===== config.mk =====
export PLATFORM = sky130hd
export DESIGN_NAME = freelist_ctrl_flat
export DESIGN_NICKNAME = d
export VERILOG_FILES = /design/src/rtl/freelist_ctrl_if.sv /design/src/rtl/freelist_ctrl.sv /design/src/flat_wrapper.sv
export SDC_FILE = /design/constraint.sdc
export NUM_CORES = 1
export LEC_CHECK = 0
export ABC_AREA = 1
export BUFFER_PORTS_ARGS = -buffer_cell sky130_fd_sc_hd__buf_2
export CORE_AREA = 4 4 69 71
export CTS_BUF_LIST = sky130_fd_sc_hd__clkbuf_16
export CTS_CLUSTER_DIAMETER = 30
export CTS_CLUSTER_SIZE = 12
export DETAILED_ROUTE_END_ITERATION = 8
export DIE_AREA = 0 0 73 75
export PLACE_DENSITY_LB_ADDON = 0.1
export SYNTH_ARGS = -nofsm -noshare
export SYNTH_HDL_FRONTEND = slang
export SYNTH_SLANG_ARGS = --single-unit

===== constraint.sdc =====
create_clock -name clock -period 6.2 [get_ports clock]
set_input_delay 0.93 -clock clock [delete_from_list [all_inputs] [get_ports clock]]
set_output_delay 0.93 -clock clock [all_outputs]
set_load 0.02 [all_outputs]

===== src/rtl/freelist_ctrl_if.sv =====
// Dispatch/retire/squash handshake between the ROB-side driver and freelist_ctrl,
// plus the free-list control outputs the controller produces.
interface freelist_ctrl_if #(
  parameter int unsigned FL_SIZE        = 32,
  parameter int unsigned PREG_IDX_WIDTH = 6
);
  localparam int unsigned CntW = $clog2(FL_SIZE + 1);

  logic                      dp_req0;
  logic                      dp_req1;
  logic                      dp_hold;
  logic                      rt_free0;
  logic                      rt_free1;
  logic [PREG_IDX_WIDTH-1:0] rt_preg0;
  logic [PREG_IDX_WIDTH-1:0] rt_preg1;
  logic                      squash;

  logic                      fl_rd_en0;
  logic                      fl_rd_en1;
  logic                      fl_wr_en0;
  logic                      fl_wr_en1;
  logic [PREG_IDX_WIDTH-1:0] fl_din0;
  logic [PREG_IDX_WIDTH-1:0] fl_din1;
  logic                      fl_dp_stall;
  logic                      fl_rollback_en;
  logic                      dp_stall;
  logic [CntW-1:0]           free_cnt;
  logic                      recovering;
  logic                      ovf_err;

  modport master (
    output dp_req0, dp_req1, dp_hold, rt_free0, rt_free1, rt_preg0, rt_preg1, squash,
    input  fl_rd_en0, fl_rd_en1, fl_wr_en0, fl_wr_en1, fl_din0, fl_din1, fl_dp_stall,
           fl_rollback_en, dp_stall, free_cnt, recovering, ovf_err
  );

  modport slave (
    input  dp_req0, dp_req1, dp_hold, rt_free0, rt_free1, rt_preg0, rt_preg1, squash,
    output fl_rd_en0, fl_rd_en1, fl_wr_en0, fl_wr_en1, fl_din0, fl_din1, fl_dp_stall,
           fl_rollback_en, dp_stall, free_cnt, recovering, ovf_err
  );
endinterface


===== src/rtl/freelist_ctrl.sv =====
// Free-list allocation controller: all-or-nothing 2-way grant, retire free pass-through,
// squash recovery (FLUSH rollback pulse then DRAIN). FL_CTRL_PERF_EN adds perf counters.
module freelist_ctrl #(
  parameter int unsigned FL_SIZE        = 32,
  parameter int unsigned PREG_IDX_WIDTH = 6,
  parameter int unsigned RECOVER_CYCLES = 2
) (
  input logic           clock,
  input logic           reset,
  freelist_ctrl_if.slave fl_if
`ifdef FL_CTRL_PERF_EN
  ,
  output logic [31:0]   stall_cyc,
  output logic [15:0]   rollback_cnt
`endif
);

  localparam int unsigned CntW   = $clog2(FL_SIZE + 1);
  localparam int unsigned SumW   = CntW + 1;
  localparam int unsigned DrainW = (RECOVER_CYCLES > 1) ? $clog2(RECOVER_CYCLES) : 1;
  localparam logic [SumW-1:0]   FlFull    = SumW'(FL_SIZE);
  localparam logic [DrainW-1:0] DrainInit = DrainW'(RECOVER_CYCLES - 1);

  typedef enum logic [1:0] {StRun, StFlush, StDrain} state_e;

  state_e            state_q;
  logic [CntW-1:0]   free_cnt_q, free_cnt_d;
  logic [DrainW-1:0] drain_cnt_q;
  logic              ovf_err_q;
  logic              ovf_set;
  logic [1:0]        need;
  logic [1:0]        freed;
  logic              grant;
  logic              wr_ok;
  logic [SumW-1:0]   cnt_sum;

  always_comb begin
    need  = {1'b0, fl_if.dp_req0} + {1'b0, fl_if.dp_req1};
    // The free list is being restored during FLUSH, so retire pushes are dropped then.
    wr_ok = (state_q != StFlush);
    freed = wr_ok ? ({1'b0, fl_if.rt_free0} + {1'b0, fl_if.rt_free1}) : 2'd0;
    grant = (state_q == StRun) && !fl_if.squash && !fl_if.dp_hold &&
            (free_cnt_q >= CntW'(need));
    // Grant only when free_cnt_q >= need, so the subtraction cannot underflow.
    cnt_sum    = {1'b0, free_cnt_q} - (grant ? SumW'(need) : '0) + SumW'(freed);
    ovf_set    = 1'b0;
    free_cnt_d = cnt_sum[CntW-1:0];
    if (cnt_sum > FlFull) begin
      ovf_set    = 1'b1;
      free_cnt_d = CntW'(FL_SIZE);
    end
  end

  assign fl_if.fl_rd_en0      = fl_if.dp_req0 & grant;
  assign fl_if.fl_rd_en1      = fl_if.dp_req1 & grant;
  assign fl_if.fl_wr_en0      = fl_if.rt_free0 & wr_ok;
  assign fl_if.fl_wr_en1      = fl_if.rt_free1 & wr_ok;
  assign fl_if.fl_din0        = fl_if.rt_preg0;
  assign fl_if.fl_din1        = fl_if.rt_preg1;
  assign fl_if.fl_dp_stall    = !grant;
  assign fl_if.dp_stall       = !grant;
  assign fl_if.fl_rollback_en = (state_q == StFlush);
  assign fl_if.free_cnt       = free_cnt_q;
  assign fl_if.recovering     = (state_q != StRun);
  assign fl_if.ovf_err        = ovf_err_q;

  always_ff @(posedge clock or negedge reset) begin
    if (!reset) begin
      state_q     <= StRun;
      free_cnt_q  <= CntW'(FL_SIZE);
      drain_cnt_q <= '0;
      ovf_err_q   <= 1'b0;
    end else begin
      if (ovf_set) ovf_err_q <= 1'b1;
      case (state_q)
        StRun: free_cnt_q <= free_cnt_d;
        StFlush: begin
          free_cnt_q  <= CntW'(FL_SIZE);
          drain_cnt_q <= DrainInit;
          state_q     <= StDrain;
        end
        StDrain: begin
          free_cnt_q <= free_cnt_d;
          if (drain_cnt_q == '0) state_q <= StRun;
          else                   drain_cnt_q <= drain_cnt_q - 1'b1;
        end
        default: state_q <= StRun;
      endcase
      // Squash overrides any other transition, including from FLUSH and DRAIN.
      if (fl_if.squash) state_q <= StFlush;
    end
  end

`ifdef FL_CTRL_PERF_EN
  always_ff @(posedge clock or negedge reset) begin
    if (!reset) begin
      stall_cyc    <= '0;
      rollback_cnt <= '0;
    end else begin
      if (!grant && (need != 2'd0)) stall_cyc <= stall_cyc + 32'd1;
      if (fl_if.squash)             rollback_cnt <= rollback_cnt + 16'd1;
    end
  end
`endif

endmodule


===== src/flat_wrapper.sv =====
// flat-port wrapper written by rule: the top's interface ports become plain ports
module freelist_ctrl_flat 
#(
  parameter int unsigned FL_SIZE        = 32,
  parameter int unsigned PREG_IDX_WIDTH = 6,
  parameter int unsigned RECOVER_CYCLES = 2
)
  (clock, reset, fl_if_dp_req0, fl_if_dp_req1, fl_if_dp_hold, fl_if_rt_free0, fl_if_rt_free1, fl_if_rt_preg0, fl_if_rt_preg1, fl_if_squash, fl_if_fl_rd_en0, fl_if_fl_rd_en1, fl_if_fl_wr_en0, fl_if_fl_wr_en1, fl_if_fl_din0, fl_if_fl_din1, fl_if_fl_dp_stall, fl_if_fl_rollback_en, fl_if_dp_stall, fl_if_free_cnt, fl_if_recovering, fl_if_ovf_err);
  freelist_ctrl_if #(.FL_SIZE(FL_SIZE), .PREG_IDX_WIDTH(PREG_IDX_WIDTH)) fl_if_i ();
  input logic clock;
  input logic reset;
  input wire logic [$bits(fl_if_i.dp_req0)-1:0] fl_if_dp_req0;
  input wire logic [$bits(fl_if_i.dp_req1)-1:0] fl_if_dp_req1;
  input wire logic [$bits(fl_if_i.dp_hold)-1:0] fl_if_dp_hold;
  input wire logic [$bits(fl_if_i.rt_free0)-1:0] fl_if_rt_free0;
  input wire logic [$bits(fl_if_i.rt_free1)-1:0] fl_if_rt_free1;
  input wire logic [$bits(fl_if_i.rt_preg0)-1:0] fl_if_rt_preg0;
  input wire logic [$bits(fl_if_i.rt_preg1)-1:0] fl_if_rt_preg1;
  input wire logic [$bits(fl_if_i.squash)-1:0] fl_if_squash;
  output wire logic [$bits(fl_if_i.fl_rd_en0)-1:0] fl_if_fl_rd_en0;
  output wire logic [$bits(fl_if_i.fl_rd_en1)-1:0] fl_if_fl_rd_en1;
  output wire logic [$bits(fl_if_i.fl_wr_en0)-1:0] fl_if_fl_wr_en0;
  output wire logic [$bits(fl_if_i.fl_wr_en1)-1:0] fl_if_fl_wr_en1;
  output wire logic [$bits(fl_if_i.fl_din0)-1:0] fl_if_fl_din0;
  output wire logic [$bits(fl_if_i.fl_din1)-1:0] fl_if_fl_din1;
  output wire logic [$bits(fl_if_i.fl_dp_stall)-1:0] fl_if_fl_dp_stall;
  output wire logic [$bits(fl_if_i.fl_rollback_en)-1:0] fl_if_fl_rollback_en;
  output wire logic [$bits(fl_if_i.dp_stall)-1:0] fl_if_dp_stall;
  output wire logic [$bits(fl_if_i.free_cnt)-1:0] fl_if_free_cnt;
  output wire logic [$bits(fl_if_i.recovering)-1:0] fl_if_recovering;
  output wire logic [$bits(fl_if_i.ovf_err)-1:0] fl_if_ovf_err;
  assign fl_if_i.dp_req0 = fl_if_dp_req0;
  assign fl_if_i.dp_req1 = fl_if_dp_req1;
  assign fl_if_i.dp_hold = fl_if_dp_hold;
  assign fl_if_i.rt_free0 = fl_if_rt_free0;
  assign fl_if_i.rt_free1 = fl_if_rt_free1;
  assign fl_if_i.rt_preg0 = fl_if_rt_preg0;
  assign fl_if_i.rt_preg1 = fl_if_rt_preg1;
  assign fl_if_i.squash = fl_if_squash;
  assign fl_if_fl_rd_en0 = fl_if_i.fl_rd_en0;
  assign fl_if_fl_rd_en1 = fl_if_i.fl_rd_en1;
  assign fl_if_fl_wr_en0 = fl_if_i.fl_wr_en0;
  assign fl_if_fl_wr_en1 = fl_if_i.fl_wr_en1;
  assign fl_if_fl_din0 = fl_if_i.fl_din0;
  assign fl_if_fl_din1 = fl_if_i.fl_din1;
  assign fl_if_fl_dp_stall = fl_if_i.fl_dp_stall;
  assign fl_if_fl_rollback_en = fl_if_i.fl_rollback_en;
  assign fl_if_dp_stall = fl_if_i.dp_stall;
  assign fl_if_free_cnt = fl_if_i.free_cnt;
  assign fl_if_recovering = fl_if_i.recovering;
  assign fl_if_ovf_err = fl_if_i.ovf_err;
  freelist_ctrl #(.FL_SIZE(FL_SIZE), .PREG_IDX_WIDTH(PREG_IDX_WIDTH), .RECOVER_CYCLES(RECOVER_CYCLES)) u_core (.clock(clock), .reset(reset), .fl_if(fl_if_i));
endmodule

==> results.yml <==
outcome:
  status: "finished, final reports clean"
sta:
  period_needed_ns: 3.80
  maxSlewHeadroom: 0.758
  fmax_mhz: 263
  fin_crit_sh: 0.613
  grt_setup_unrepaired: "false"
  tns_ns: 0
  worst_pin_slew_ns: 0.360
  finalClockSkew_ns: 0.00259
  finalHoldViolations: 0
  setup_viol: 0
  fin_ws_ns: 2.40
  slew_violations: 0
global_route:
  grt_antenna_before_repair: 0
  grt_pass1_wl_mm: 4.70
  track_usage: 0.108
  grt_pass1_vias: 1084
  grt_max_degree: 11
  overflow: 0
clock_tree:
  cts_buffers: 3
  cts.htree.levels: 1
  path_clk_slew_ns: 0.04
  clock-sinks: 10
  root_buffer: "clkbuf_16"
  cts_tree: "built"
  ctsLongestPathBuffers: 2
  cts_setup_buffers: 0
  cts_resized: 0
  postCtsHoldBufs: 0
  clock_latency_ns: 0.23
placement:
  gp_congestion: 0.816
  portBuffers: 22
  placed_area_mm2: 0.00129
  post-dp-hpwl_mm: 2.33
  preCtsSetupSlack_ns: 2.12
cells_and_area:
  nets: 220
  mostFrequentLayoutCells: "inv_1, nand2_1, buf_2"
  syn_to_final_growth_pct: 12.8
  fillCellCount: 456
  final_cell_area_mm2: 0.00137
  n_antenna_cell: 0
  final_common_cell: "inv_1"
  drive_gt1_frac: 0.247
critical_path:
  max_stage_delay_ns: 0.48
  path_cells: "buf_2, ha_1, ha_1, inv_1, a21oi_1, o21ai_0, nand2_1, nand2_1, nand2_1, nand2_1, nor2_1, fa_1, fa_1, xnor2_1, nor2_4, nand3_4, nand2_4, nand3_1, nand2_1"
  cp-start-kind: "primary input"
  critPathTopFamily: "adder cells"
  cp_common_cell: "nand2_1"
  crit_buf_inv: 2
  cp_max_fo: 6
  critical_path.endpoint_type: "flop"
  critical_path_class: "in2reg"
  worst_ep_required_time_ns: 6.32
  crit_arrival_ns: 3.92
  crit_path_top_delay_cell: "fa_1"
synth:
  yosysUniqueCellTypes: 24
  syn_area_mm2: 0.00122
  synth_area_leaders: "ha_1, dfrtp_1, inv_1"
  yosys_warnings: 0
  synthCells: 165
  ys_seq_area_frac: 0.207
  synth-seq-cells: 10
  avgSynthCellArea_um2: 7.38
  synth_top_area_cell: "ha_1"
  syn_nets: 206
  synth_top_area_share: 0.195
detailed_routing:
  post_drt_via_cell_ratio: 4.31
  dr.pass1.iters: 5
  drtIter0Drc: 18
  vias: 992
  avgRoutedWirePerCell_um: 11.4
  drt.antenna.violating_nets: 0
  drc: 0
  wl_mm: 2.61
die:
  io_pins: 47
  dieWidth_um: 73
  core_area_mm2: 0.00423
  die_h_um: 75
  initial_core_util: 0.288
  dieArea_mm2: 0.00548
  rows: 24
power_and_ir_drop:
  power_density_mw_per_mm2: 393
  ir_drop_v: 0.000185
  p_leak_nw: 0.759
min_path:
  hold_path.class: "reg2reg"
job:
  maxCapViolations: 0
==> cell usage after synthesis <==
master     n
nand3_1   12
xnor2_1    1
nand2_2    5
inv_1     33
nand2_4    4
nand4_1    3
nand2_1   24
o21ai_0    3
nand3_4    1
nand3b_1   2
a21oi_4    1
nor2_1    19
ha_1      19
a21boi_1   1
dfrtp_1    9
nor2_4     1
nand3_2    1
buf_4     13
a21oi_1    4
inv_2      3
dfstp_2    1
fa_1       2
nor2_2     2
o21ai_1    1
==> cell families (layout without fill, tap and decap cells) <==
kind of cell    Yosys count  in the layout  synth area share
simple gates             74             74             0.314
fa+ha+maj                21             21             0.228
flops                    10             10             0.207
buf+inv                  49             62             0.191
xor+xnor                  1              1           0.00720
compound gates           10             10            0.0524
==> flip-flops by register name, indices dropped and copies added, names as in the netlist <==
signal                 cells
u_core.state_q             2
u_core.drain_cnt_q         1
u_core.fl_if.free_cnt      6
u_core.fl_if.ovf_err       1
==> final timing paths <==
kind	to	slack (ns)	depth (start not counted)	start
worst min-delay path	u_core.fl_if.ovf_err	0.48	1	u_core.fl_if.ovf_err
max in group asynchronous	u_core.fl_if.free_cnt[5]	5.39	1	reset
min in group asynchronous	u_core.state_q[0]	0.55	1	reset
worst max-delay path	u_core.fl_if.free_cnt[3]	2.40	19	fl_if_dp_req1
worst min register to register	u_core.fl_if.ovf_err	0.48	1	u_core.fl_if.ovf_err
worst max register to register	u_core.fl_if.free_cnt[3]	3.04	18	u_core.fl_if.free_cnt[0]
==> power by group <==
group	internal [mW]	total [mW]	switching, mW
Sequential	0.0785	0.0892	0.0108
Clock	0.0845	0.114	0.0292
Combinational	0.122	0.337	0.215
==> metrics by stage <==
step           cells  utilization  total power [mW]  hold slack (ns)
2_1_floorplan    165            -             0.372            0.494
3_3_place_gp     226        0.306             0.428            0.486
3_5_place_dp     226        0.306             0.431            0.475
4_1_cts          230        0.324             0.550            0.484
5_1_grt          230        0.324             0.596            0.500
6_report         230        0.324             0.540            0.476
==> layer usage <==
metal / wire length (um) / vias to the layer above / part of all wire / track usage
met5: 0 / - / 0 / 0
met4: 60 / 0 / 0.023 / 0.0533
met3: 86 / 6 / 0.033 / 0.0187
met2: 1340 / 18 / 0.51 / 0.189
met1: 1130 / 447 / 0.43 / 0.128
li1: - / 521 / - / -
==> layout make-up <==
| type | instances | area, um2 | share of cell area |
|---|---|---|---|
| clock buffers | 3 | 75.1 | 0.0546 |
| inverters | 36 | 135 | 0.0984 |
| well taps | 52 | 65.1 | 0.0474 |
| repair buffers | 22 | 110 | 0.0801 |
| multi-input cells | 106 | 733 | 0.534 |
| flip-flops and latches | 10 | 251 | 0.183 |
| clock inverters | 1 | 3.75 | 0.00273 |
Note: power is estimated with default switching activity, not from simulation.
